File: config.mk
export PLATFORM = sky130hd
export DESIGN_NAME = video_timing_gen
export DESIGN_NICKNAME = d
export VERILOG_FILES = /design/src/rtl/video_timing_gen.sv
export SDC_FILE = /design/constraint.sdc
export NUM_CORES = 1
export LEC_CHECK = 0
export CAP_MARGIN = 20
export CORE_UTILIZATION = 30
export DETAILED_ROUTE_END_ITERATION = 10
export SLEW_MARGIN = 10
export SYNTH_ARGS = -nofsm -noshare
export SYNTH_HDL_FRONTEND = slang
export SYNTH_SLANG_ARGS = --single-unit
File: constraint.sdc
create_clock -name clk -period 2.3 [get_ports clk]
set_input_delay 0.345 -clock clk [delete_from_list [all_inputs] [get_ports clk]]
set_output_delay 0.345 -clock clk [all_outputs]
set_load 0.05 [all_outputs]
File: src/rtl/video_timing_gen.sv
// video_timing_gen: runtime-programmable raster counters, blank/sync decode, frame counter
// and counter-timed vertical/raster interrupts with shadow registers committed at frame end.
module video_timing_gen #(
  parameter int CW      = 9,
  parameter int INT_LEN = 64,
  parameter int FCW     = 5
) (
  input  logic           clk,
  input  logic           rst,
  input  logic           clken,
  input  logic           cfg_we,
  input  logic [3:0]     cfg_addr,
  input  logic [CW-1:0]  cfg_data,
  input  logic           vint_en,
  input  logic           rint_en,
  output logic [CW-1:0]  hcnt,
  output logic [CW-1:0]  vcnt,
  output logic           hblank,
  output logic           vblank,
  output logic           hsync_n,
  output logic           vsync_n,
  output logic           csync_n,
  output logic           int_n,
  output logic           rint_active,
  output logic [FCW-1:0] frame_cnt,
  output logic           cfg_pending
);
  localparam int NREG = 14;
  localparam logic [CW-1:0] ILEN = CW'(INT_LEN);
  localparam logic [CW-1:0] DEFAULTS [NREG] = '{
    CW'(447), CW'(311), CW'(320), CW'(415), CW'(344), CW'(375), CW'(248),
    CW'(255), CW'(248), CW'(251), CW'(248), CW'(4),   CW'(0),   CW'(256)
  };
  logic [CW-1:0]  shadow_q [NREG];
  logic [CW-1:0]  act_q [NREG];
  logic [CW-1:0]  hcnt_q, hcnt_d, vcnt_q, vcnt_d;
  logic [CW-1:0]  vint_q, vint_d, rint_q, rint_d;
  logic [FCW-1:0] frame_q, frame_d;
  logic           pend_q, pend_d;
  logic           hbl_q, hbl_d, vbl_q, vbl_d;
  logic           hs_q, hs_d, vs_q, vs_d, cs_q, cs_d;
  logic           cfg_wr, h_end, v_end, frame_end, vint_hit, rint_hit;
  function automatic logic in_rng(input logic [CW-1:0] x, input logic [CW-1:0] b,
                                  input logic [CW-1:0] e);
    return (x >= b) && (x <= e);
  endfunction
  assign cfg_wr    = cfg_we & (cfg_addr < 4'(NREG));
  assign h_end     = hcnt_q == act_q[0];
  assign v_end     = vcnt_q == act_q[1];
  assign frame_end = clken & h_end & v_end;
  assign vint_hit  = (vcnt_q == act_q[10]) & (hcnt_q == act_q[11]);
  assign rint_hit  = (vcnt_q == act_q[12]) & (hcnt_q == act_q[13]);
  always_comb begin
    hcnt_d  = clken ? (h_end ? '0 : hcnt_q + 1'b1) : hcnt_q;
    vcnt_d  = (clken & h_end) ? (v_end ? '0 : vcnt_q + 1'b1) : vcnt_q;
    frame_d = frame_end ? frame_q + 1'b1 : frame_q;
    pend_d  = cfg_wr | (pend_q & ~frame_end);
    hbl_d   = clken ? in_rng(hcnt_q, act_q[2], act_q[3]) : hbl_q;
    vbl_d   = clken ? in_rng(vcnt_q, act_q[6], act_q[7]) : vbl_q;
    hs_d    = clken ? in_rng(hcnt_q, act_q[4], act_q[5]) : hs_q;
    vs_d    = clken ? in_rng(vcnt_q, act_q[8], act_q[9]) : vs_q;
    cs_d    = clken ? (hs_d | vs_d) : cs_q;
    vint_d  = !vint_en ? '0 : !clken ? vint_q : vint_hit ? ILEN :
              (vint_q != '0) ? vint_q - 1'b1 : '0;
    rint_d  = !rint_en ? '0 : !clken ? rint_q : rint_hit ? ILEN :
              (rint_q != '0) ? rint_q - 1'b1 : '0;
  end
  // The commit reads shadow_q before this edge's write, so a write landing on
  // frame_end stays pending for one more frame.
  always_ff @(posedge clk) begin
    if (rst) begin
      shadow_q <= DEFAULTS;
      act_q    <= DEFAULTS;
    end else begin
      if (frame_end) act_q <= shadow_q;
      if (cfg_wr) shadow_q[cfg_addr] <= cfg_data;
    end
  end
  always_ff @(posedge clk) begin
    if (rst) begin
      hcnt_q  <= '0;
      vcnt_q  <= '0;
      frame_q <= '0;
      pend_q  <= 1'b0;
      hbl_q   <= 1'b0;
      vbl_q   <= 1'b0;
      hs_q    <= 1'b0;
      vs_q    <= 1'b0;
      cs_q    <= 1'b0;
      vint_q  <= '0;
      rint_q  <= '0;
    end else begin
      hcnt_q  <= hcnt_d;
      vcnt_q  <= vcnt_d;
      frame_q <= frame_d;
      pend_q  <= pend_d;
      hbl_q   <= hbl_d;
      vbl_q   <= vbl_d;
      hs_q    <= hs_d;
      vs_q    <= vs_d;
      cs_q    <= cs_d;
      vint_q  <= vint_d;
      rint_q  <= rint_d;
    end
  end
  assign hcnt        = hcnt_q;
  assign vcnt        = vcnt_q;
  assign hblank      = hbl_q;
  assign vblank      = vbl_q;
  assign hsync_n     = ~hs_q;
  assign vsync_n     = ~vs_q;
  assign csync_n     = ~cs_q;
  assign rint_active = rint_q != '0;
  assign int_n       = ~((vint_q != '0) | rint_active);
  assign frame_cnt   = frame_q;
  assign cfg_pending = pend_q;
endmodule

==> flow_metrics.env, run 1 <==
export IMPL_clock_sink_count=299
export IMPL_clkLatencyLatePin_ns=0.51
export IMPL_tritoncts="built"
export IMPL_area_delta_synth_final_pct=22.8
export IMPL_grt_max_degree=142
export IMPL_max_stage_delay_ns=0.54
export IMPL_final_cell_mix="324 x nand2_1, 281 x dfxtp_1, 112 x nor2_1"
export IMPL_layout_nets=1701
export IMPL_post_dp_hpwl_microns=23400
export IMPL_drv_slew=0
export IMPL_finalWorstSetupSlack_ns=-0.127
export IMPL_synth_edf_count=0
export IMPL_fmax_mhz=412
export IMPL_start_util=0.306
export IMPL_worstPathRequired_ns=1.96
export IMPL_worstPathArrival_ns=2.08
export IMPL_antenna_found_initial=0
export IMPL_synthTopCellsByArea="dfxtp_1 45%, nand2_1 9.2%, mux2i_1 8.2%"
export IMPL_r2r_end="frame_cnt[3]$_SDFFE_PP0P_"
export IMPL_synth_area_leader_cell="dfxtp_1"
export IMPL_fin_crit_sh=1.06
export IMPL_min_path_type="in -> reg"
export IMPL_slowest_stage="or4_4"
export IMPL_holdBufCountCts=0
export IMPL_synth_cell_type_count=53
export IMPL_cts_buffer_depth=3
export IMPL_violations="setup timing"
export IMPL_vias=10700
export IMPL_synthesis_area_sq_um=13200
export IMPL_finalSetupViolations=2
export IMPL_core_sq_um=43300
export IMPL_yosysWarningCount=0
export IMPL_cp_cell_sequence="or4_4, nor4_4, and4b_2, buf_12"
export IMPL_synth_top_area_frac=0.453
export IMPL_hold_violations=0
export IMPL_syn_num_nets=1621
export IMPL_fp_dieH_microns=212
export IMPL_die_area_sq_um=44900
export IMPL_num_rows=76
export IMPL_ys_flop_type="dfxtp_1"
export IMPL_ys_ff_latch=299
export IMPL_io_buffers=49
export IMPL_stdcell_count=2212
export IMPL_initialDrtViolationCount=951
export IMPL_rsz0062_at_grt="true"
export IMPL_drv_cap=0
export IMPL_grt_overflow_total=0
export IMPL_slew_headroom=0.529
export IMPL_reg2reg_depth=9
export IMPL_cp_max_fo=4
export IMPL_yosysSeqAreaShare=0.453
export IMPL_p_leak_nw=6.72
export IMPL_min_to="vint_q[8]$_SDFFE_PP0P_"
export IMPL_fin_crit_ns=2.43
export IMPL_post_place_ws_ns=-0.0521
export IMPL_hold_depth=4
export IMPL_drt_pass1_iter_count=5
export IMPL_cp_start_kind="flop"
export IMPL_p_per_area_nw_per_um2=715
export IMPL_design_power_total_mw=11.6
export IMPL_grt_usage=0.166
export IMPL_synthArstFlopShare=0
export IMPL_synthCells=1525
export IMPL_avgSynthCellArea_sq_um=8.67
export IMPL_boundaryPins=50
export IMPL_holdCritStartpoint="rst"
export IMPL_drc=0
export IMPL_ant_nets=0
export IMPL_path_clk_slew_ns=0.05
export IMPL_status="complete, but fails checks"
export IMPL_fin_skew_ns=0.0103
export IMPL_max_vdd_ir_drop_v=0.000372
export IMPL_h_tree_depth=2
export IMPL_rrSetupSlack_ns=0.11
export IMPL_routed_wl_microns=37700
export IMPL_worstSetupPathType="reg -> out"
export IMPL_gp_congestion=0.816
export IMPL_cts_root_buf="clkbuf_16"
export IMPL_cp_end_kind="primary output"
export IMPL_layout_cells_most_common="nand2_1"
export IMPL_cts_made_buffers=34
export IMPL_via_per_inst=4.84
export IMPL_fp_dieW_microns=212
export IMPL_tightest_slew_ns=0.706
export IMPL_r2r_start="hcnt[1]$_SDFFE_PP0P_"
export IMPL_drt_wirelength_per_cell_microns=17.0
export IMPL_grt_pass1_vias=10200
export IMPL_dp_cells=2142
export IMPL_grt_first_pass_wirelength_microns=57600
export IMPL_diodes=0
export IMPL_drive_gt1_frac=0.117
timing repair:
| action | 4_1_cts | 5_1_grt |
|---|---|---|
| pin swaps | 3 | 3 |
| cloned | 0 | 4 |
| buffers inserted | 3 | 6 |
| resized for setup | 19 | 22 |
| endpoints found under the setup margin | 14 | 110 |
where the power goes:
| group | total (mW) | switching, mW | internal (mW) |
|---|---|---|---|
| combinational | 0.817 | 0.491 | 0.326 |
| sequential | 5.30 | 0.0493 | 5.25 |
| clock | 5.50 | 2.10 | 3.40 |
| total | 11.6 | 2.64 | 8.97 |
cells by family (layout without fill, tap and decap cells):
logic type	count (synthesis)	after routing	share of synthesized area
simple gates	592	592	0.194
flops	299	299	0.453
compound gates	194	194	0.0904
buf+inv	176	278	0.0556
mux	110	110	0.0833
fa+ha+maj	77	77	0.0728
xor+xnor	77	77	0.0510
through the flow:
stage	hold WS, ns	setup TNS [ns]	instance area, sq um	utilization
2_1_floorplan	0.421	0	13200	-
3_3_place_gp	0.437	-0.0414	14800	0.343
3_5_place_dp	0.443	-0.0971	14800	0.343
4_1_cts	0.188	-0.265	16000	0.370
5_1_grt	0.230	-0.276	16200	0.375
6_report	0.199	-0.138	16200	0.375
synthesized netlist by cell type (all sizes together), types with 2 or more instances:
| master | instances |
|---|---|
| ha | 77 |
| nand3b | 8 |
| dfxtp | 299 |
| inv | 78 |
| nor2 | 115 |
| a2111oi | 3 |
| nor3 | 21 |
| nor4 | 14 |
| nand3 | 49 |
| o2111ai | 3 |
| a22oi | 2 |
| nand4 | 21 |
| o21ai | 19 |
| a211o | 4 |
| nand2 | 324 |
| o221ai | 3 |
| nand2b | 10 |
| nor3b | 3 |
| a21oi | 92 |
| a21o | 5 |
| or4 | 2 |
| and3 | 6 |
| clkbuf | 61 |
| o311a | 2 |
| xnor2 | 38 |
| nor4b | 2 |
| o211ai | 41 |
| a31oi | 3 |
| a211oi | 4 |
| or3 | 2 |
| xor2 | 39 |
| mux2i | 109 |
| nor2b | 9 |
| o21a | 7 |
| o22ai | 2 |
| buf | 37 |
area by class of cell:
class | count | area [sq um]
clock buffer | 53 | 1070
sequential | 299 | 6010
timing repair buffer | 142 | 1460
tap | 585 | 732
clock inverter | 5 | 75.1
inverter | 78 | 295
multi-input combinational | 1050 | 6600
fill | 4318 | 27000
worst max path at each step:
stage,startpoint,to,depth (start not counted)
global route,rint_q[4]$_SDFFE_PP0P_,int_n,4
detailed placement,hcnt[0]$_SDFFE_PP0P_,cs_q$_SDFFE_PP0P_,9
finish,rint_q[4]$_SDFFE_PP0P_,int_n,4
CTS,rint_q[6]$_SDFFE_PP0P_,int_n,4
global placement,hcnt[0]$_SDFFE_PP0P_,cs_q$_SDFFE_PP0P_,9
floorplan,hcnt[0]$_SDFFE_PP0P_,cs_q$_SDFFE_PP0P_,9
critical path: cells and delay by family (launching register included):
| family | cells | cell delay (ns) |
|---|---|---|
| buf+inv | 1 | 0.14 |
| flops | 1 | 0.34 |
| simple gates | 3 | 1.10 |
sequential cells by signal, indices dropped and copies added (netlist names), 5 cells and up:
signal,count
act_q,126
frame_cnt,5
hcnt,9
rint_q,9
shadow_q,126
vcnt,9
vint_q,9
routing by layer:
metal / global-route usage / vias to the layer above / share of wire
li1: - / 5269 / -
met1: 0.225 / 5128 / 0.47
met2: 0.266 / 232 / 0.45
met3: 0.0229 / 75 / 0.044
met4: 0.0652 / 0 / 0.031
met5: 0 / - / 0
(Power assumes the default switching activity.)
==> run 2: changes to the inputs <==
--- a/config.mk
+++ b/config.mk
@@ -8,6 +8,7 @@
 export CAP_MARGIN = 20
 export CORE_UTILIZATION = 30
 export DETAILED_ROUTE_END_ITERATION = 10
+export PLACE_DENSITY = 0.56
 export SLEW_MARGIN = 10
 export SYNTH_ARGS = -nofsm -noshare
 export SYNTH_HDL_FRONTEND = slang
==> constraint.sdc (replaced) <==
create_clock -name clk -period 2.96 [get_ports clk]
set_input_delay 0.444 -clock clk [delete_from_list [all_inputs] [get_ports clk]]
set_output_delay 0.444 -clock clk [all_outputs]
set_load 0.05 [all_outputs]
==> run 2 against run 1 <==
Net effect:
- power down 22%
- critical path type unchanged
- sequential share of layout area rose by 1.2 points
- worst setup slack improved by 0.36 ns
- largest power group unchanged
- largest cell class unchanged
- utilization is 1.3 points lower
- first-iteration DRC count is 24% lower
- register-to-register slack improved by 0.38 ns
- the flow now finishes without violations
- critical path depth is 1 higher
- sequential cell count stayed put
- count of clock-buffer cells in the layout fell by 1
- highest routed layer unchanged
- clock power shrank 21%
==> flow_metrics.env, run 2 (same netlist as run 1, synthesis figures left out) <==
export IMPL_status="complete, no violations"
export IMPL_post_dp_hpwl_microns=22800
export IMPL_worstPathRequired_ns=2.52
export IMPL_gp_congestion=0.792
export IMPL_worstSetupPathType="reg -> out"
export IMPL_cp_max_fo=5
export IMPL_area_delta_synth_final_pct=18.5
export IMPL_grt_pass1_vias=9977
export IMPL_core_sq_um=43300
export IMPL_slowest_stage="or4_1"
export IMPL_num_rows=76
export IMPL_p_leak_nw=6.34
export IMPL_vias=10500
export IMPL_routed_wl_microns=36200
export IMPL_top_regs="act_q: 126 flops, shadow_q: 126 flops"
export IMPL_initialDrtViolationCount=727
export IMPL_critical_path_top_delay_family="simple AND/OR/NAND/NOR gates"
export IMPL_diodes=0
export IMPL_min_path_type="in -> reg"
export IMPL_finalSetupViolations=0
export IMPL_layout_cells_most_common="nand2_1"
export IMPL_final_cell_mix="324 x nand2_1, 299 x dfxtp_1, 113 x nor2_1"
export IMPL_cp_start_kind="flop"
export IMPL_fin_hold_ws_ns=0.278
export IMPL_fp_dieW_microns=212
export IMPL_stdcell_count=2179
export IMPL_cp_end_kind="primary output"
export IMPL_drv_cap=0
export IMPL_placed_cell_area_sq_um=14500
export IMPL_fp_dieH_microns=212
export IMPL_grt_usage=0.163
export IMPL_via_per_inst=4.80
export IMPL_drv_slew=0
export IMPL_drt_wirelength_per_cell_microns=16.6
export IMPL_max_stage_delay_ns=0.57
export IMPL_h_tree_depth=2
export IMPL_rsz0062_at_grt="false"
export IMPL_cp_cell_sequence="or4_1, nor4_1, buf_4, inv_1, dlygate4sd2_1"
export IMPL_drt_pass1_iter_count=5
export IMPL_cts_buffer_depth=3
export IMPL_design_power_total_mw=9.04
export IMPL_final_cell_area_sq_um=15700
export IMPL_finalWorstSetupSlack_ns=0.235
export IMPL_tns_ns=0
export IMPL_cts_root_buf="clkbuf_16"
export IMPL_fin_skew_ns=0.0197
export IMPL_post_place_ws_ns=0.461
export IMPL_path_clk_slew_ns=0.06
export IMPL_start_util=0.306
export IMPL_tritoncts="built"
export IMPL_grt_first_pass_wirelength_microns=56300
export IMPL_slew_headroom=0.256
export IMPL_ant_nets=0
export IMPL_boundaryPins=50
export IMPL_grt_overflow_total=0
export IMPL_n_fill_cell=4390
export IMPL_hold_violations=0
export IMPL_die_area_sq_um=44900
export IMPL_clkLatencyLatePin_ns=0.51
export IMPL_layout_nets=1666
export IMPL_drive_gt1_frac=0.0734
export IMPL_worstPathArrival_ns=2.28
export IMPL_clock_sink_count=299
export IMPL_rrSetupSlack_ns=0.49
export IMPL_antenna_found_initial=0
export IMPL_cts_made_buffers=34
export IMPL_fin_crit_ns=2.72
export IMPL_p_per_area_nw_per_um2=577
export IMPL_tightest_slew_ns=1.11
export IMPL_io_buffers=49
export IMPL_max_vdd_ir_drop_v=0.000337
export IMPL_final_core_util=0.362
export IMPL_drc=0
export IMPL_grt_max_degree=82
export IMPL_dp_cells=2119
export IMPL_fin_crit_sh=0.921
export IMPL_fmax_mhz=367
export IMPL_crit_buf_inv=3
[run 2: cell count changes in the layout (fill, tap and decap cells not counted), sizes merged, moves of 2 or more]
cell	change
dlymetal6s2s	-3
buf	-35
clkdlybuf4s50	+14
bufinv	+2
clkbuf	-4
dlygate4sd2	-8
[run 2: cell type report]
cell class | count | area (sq um) | share of cell area
Multi-Input combinational cell | 1050 | 6520 | 0.416
Sequential cell | 299 | 5990 | 0.382
Clock buffer | 52 | 1000 | 0.0639
Timing Repair Buffer | 107 | 990 | 0.0631
Tap cell | 585 | 732 | 0.0467
Inverter | 78 | 295 | 0.0188
Clock inverter | 8 | 148 | 0.00942
[run 2: worst reg2reg max path, cell delays in order (launching register included)]
cell and delay, ns:
dfxtp_1 0.62, ha_1 0.33, a211o_1 0.33, a2111oi_0 0.58
a211o_1 0.33, a311oi_1 0.13
[run 2: what timing repair did]
item	CTS	global route
hold endpoints to repair	0	0
hold buffers	0	0
setup buffers	0	0
endpoints found under the setup margin	1	0
gates resized for setup	1	0
[run 2: path summary, 6_finish.rpt]
check	startpoint	cells past startpoint	end
worst max-delay path	rint_q[3]$_SDFFE_PP0P_	5	rint_active
worst min-delay path	rst	2	frame_cnt[1]$_SDFFE_PP0P_
worst max register to register	vcnt[8]$_SDFFE_PP0P_	5	cs_q$_SDFFE_PP0P_
worst min register to register	act_q[82]$_SDFFE_PP0P_	2	act_q[82]$_SDFFE_PP0P_
[run 2: per-layer routing]
layer / routed length, microns / track usage
met2: 16200 / 0.260
met5: 0 / 0
met4: 728 / 0.0445
met3: 1750 / 0.0247
met1: 17500 / 0.227
[run 2: report_power, final]
group | switching (mW) | internal, mW | leakage [nW]
Clock | 1.66 | 2.69 | 0.558
Sequential | 0.0386 | 4.08 | 2.42
Combinational | 0.365 | 0.208 | 3.37
Total | 2.07 | 6.97 | 6.34
==> run 3: changes to the inputs <==
--- a/config.mk
+++ b/config.mk
@@ -7,8 +7,10 @@
 export LEC_CHECK = 0
 export CAP_MARGIN = 20
 export CORE_UTILIZATION = 30
+export CTS_CLUSTER_SIZE = 30
 export DETAILED_ROUTE_END_ITERATION = 10
 export PLACE_DENSITY = 0.56
+export SKIP_CTS_REPAIR_TIMING = 1
 export SLEW_MARGIN = 10
 export SYNTH_ARGS = -nofsm -noshare
 export SYNTH_HDL_FRONTEND = slang
==> run 3 against run 2 <==
Net effect:
- utilization hardly changed
- clock power hardly changed
- routed wire length hardly changed
- combinational power hardly changed
- non-clock buffer count stayed put
- largest power group unchanged
- cell area hardly changed
- fmax is 1.8% higher
- clock skew stayed put
- critical path depth stayed put
==> flow_metrics.env, run 3 (same netlist as run 1, synthesis figures left out) <==
export IMPL_hold_violations=0
export IMPL_fin_hold_ws_ns=0.278
export IMPL_p_leak_nw=6.35
export IMPL_status="complete, no violations"
export IMPL_dp_cells=2119
export IMPL_final_cell_area_sq_um=15700
export IMPL_final_cell_mix="324 x nand2_1, 299 x dfxtp_1, 113 x nor2_1"
export IMPL_drv_slew=0
export IMPL_r2r_start="vcnt[8]$_SDFFE_PP0P_"
export IMPL_h_tree_depth=2
export IMPL_reg2reg_depth=5
export IMPL_top_regs="act_q: 126 flops, shadow_q: 126 flops"
export IMPL_num_rows=76
export IMPL_wl_met3_microns=1750
export IMPL_drv_cap=0
export IMPL_cts_made_buffers=34
export IMPL_fin_crit_ns=2.68
export IMPL_boundaryPins=50
export IMPL_placed_cell_area_sq_um=14500
export IMPL_core_sq_um=43300
export IMPL_initialDrtViolationCount=727
export IMPL_finalSetupViolations=0
export IMPL_clock_sink_count=299
export IMPL_layout_nets=1666
export IMPL_rsz0062_at_grt="false"
export IMPL_grt_first_pass_wirelength_microns=56300
export IMPL_layout_cells_most_common="nand2_1"
export IMPL_max_vdd_ir_drop_v=0.000337
export IMPL_final_core_util=0.362
export IMPL_min_path_type="in -> reg"
export IMPL_fp_dieH_microns=212
export IMPL_finalWorstSetupSlack_ns=0.283
export IMPL_clkLatencyLatePin_ns=0.51
export IMPL_drive_gt1_frac=0.0734
export IMPL_die_area_sq_um=44900
export IMPL_drt_pass1_iter_count=5
export IMPL_wl_met1_microns=17500
export IMPL_cp_start_kind="flop"
export IMPL_grt_max_degree=82
export IMPL_post_place_ws_ns=0.461
export IMPL_slew_headroom=0.256
export IMPL_wl_met2_microns=16200
export IMPL_fin_crit_sh=0.905
export IMPL_tritoncts="built"
export IMPL_worstPathRequired_ns=2.52
export IMPL_cts_root_buf="clkbuf_16"
export IMPL_fmax_mhz=374
export IMPL_r2r_end="cs_q$_SDFFE_PP0P_"
export IMPL_post_dp_hpwl_microns=22800
export IMPL_holdCritStartpoint="rst"
export IMPL_diodes=0
export IMPL_drc=0
export IMPL_grt_pass1_vias=9977
export IMPL_rrSetupSlack_ns=0.49
export IMPL_worstSetupPathType="reg -> out"
export IMPL_grt_overflow_total=0
export IMPL_fin_skew_ns=0.0197
export IMPL_tns_ns=0
export IMPL_grt_usage=0.163
export IMPL_routed_wl_microns=36200
export IMPL_highest_layer="met4"
export IMPL_vias=10500
export IMPL_worstPathArrival_ns=2.23
export IMPL_gp_congestion=0.792
export IMPL_design_power_total_mw=9.04
export IMPL_area_delta_synth_final_pct=18.5
export IMPL_cp_max_fo=5
export IMPL_antenna_found_initial=0
export IMPL_p_per_area_nw_per_um2=577
export IMPL_cts_buffer_depth=3
export IMPL_path_clk_slew_ns=0.06
export IMPL_io_buffers=49
export IMPL_ant_nets=0
export IMPL_start_util=0.306
export IMPL_drt_wirelength_per_cell_microns=16.6
export IMPL_via_per_inst=4.80
export IMPL_cp_end_kind="primary output"
export IMPL_min_to="frame_cnt[1]$_SDFFE_PP0P_"
export IMPL_stdcell_count=2179
export IMPL_hold_depth=2
export IMPL_fp_dieW_microns=212
export IMPL_tightest_slew_ns=1.11
## run 3: cell count changes in the layout (fill, tap and decap cells not counted), sizes merged
cell and change:
dlygate4sd2 -1, dlymetal6s2s +1
## run 3: final cells by class
type / instances / area, sq um
repair buffers: 107 / 993
clock inverters: 8 / 148
multi-input cells: 1050 / 6520
clock buffers: 52 / 1000
fillers: 4391 / 27600
well taps: 585 / 732
inverters: 78 / 295
flip-flops and latches: 299 / 5990
## run 3: how the worst max path moves through the flow
stage | start | end | slack (ns) | depth (start not counted)
4_1_cts | rint_q[3]$_SDFFE_PP0P_ | rint_active | -0.07 | 5
6_report | rint_q[3]$_SDFFE_PP0P_ | int_n | 0.28 | 5
3_3_place_gp | vcnt[8]$_SDFFE_PP0P_ | cs_q$_SDFFE_PP0P_ | 0.44 | 5
3_5_place_dp | vcnt[8]$_SDFFE_PP0P_ | cs_q$_SDFFE_PP0P_ | 0.46 | 5
2_1_floorplan | hcnt[0]$_SDFFE_PP0P_ | cs_q$_SDFFE_PP0P_ | 0.49 | 9
5_1_grt | rint_q[3]$_SDFFE_PP0P_ | int_n | 0.16 | 5
## run 3: per-layer routing
layer | GRT usage | vias up
met1 | 0.227 | 4977
met3 | 0.0247 | 49
met5 | 0 | -
met4 | 0.0445 | 0
met2 | 0.260 | 226
li1 | - | 5207
## run 3: worst max-delay path, cell delays in order (launching register included)
cell and delay, ns:
dfxtp_1 0.34, or4_1 0.57, nor4_1 0.25, buf_4 0.17
and4b_1 0.25, buf_12 0.15
## run 3: report_power, final
part           internal [mW]  total [mW]  switching (mW)
registers               4.08        4.11          0.0386
clock network           2.69        4.35            1.66
logic                  0.210       0.575           0.365
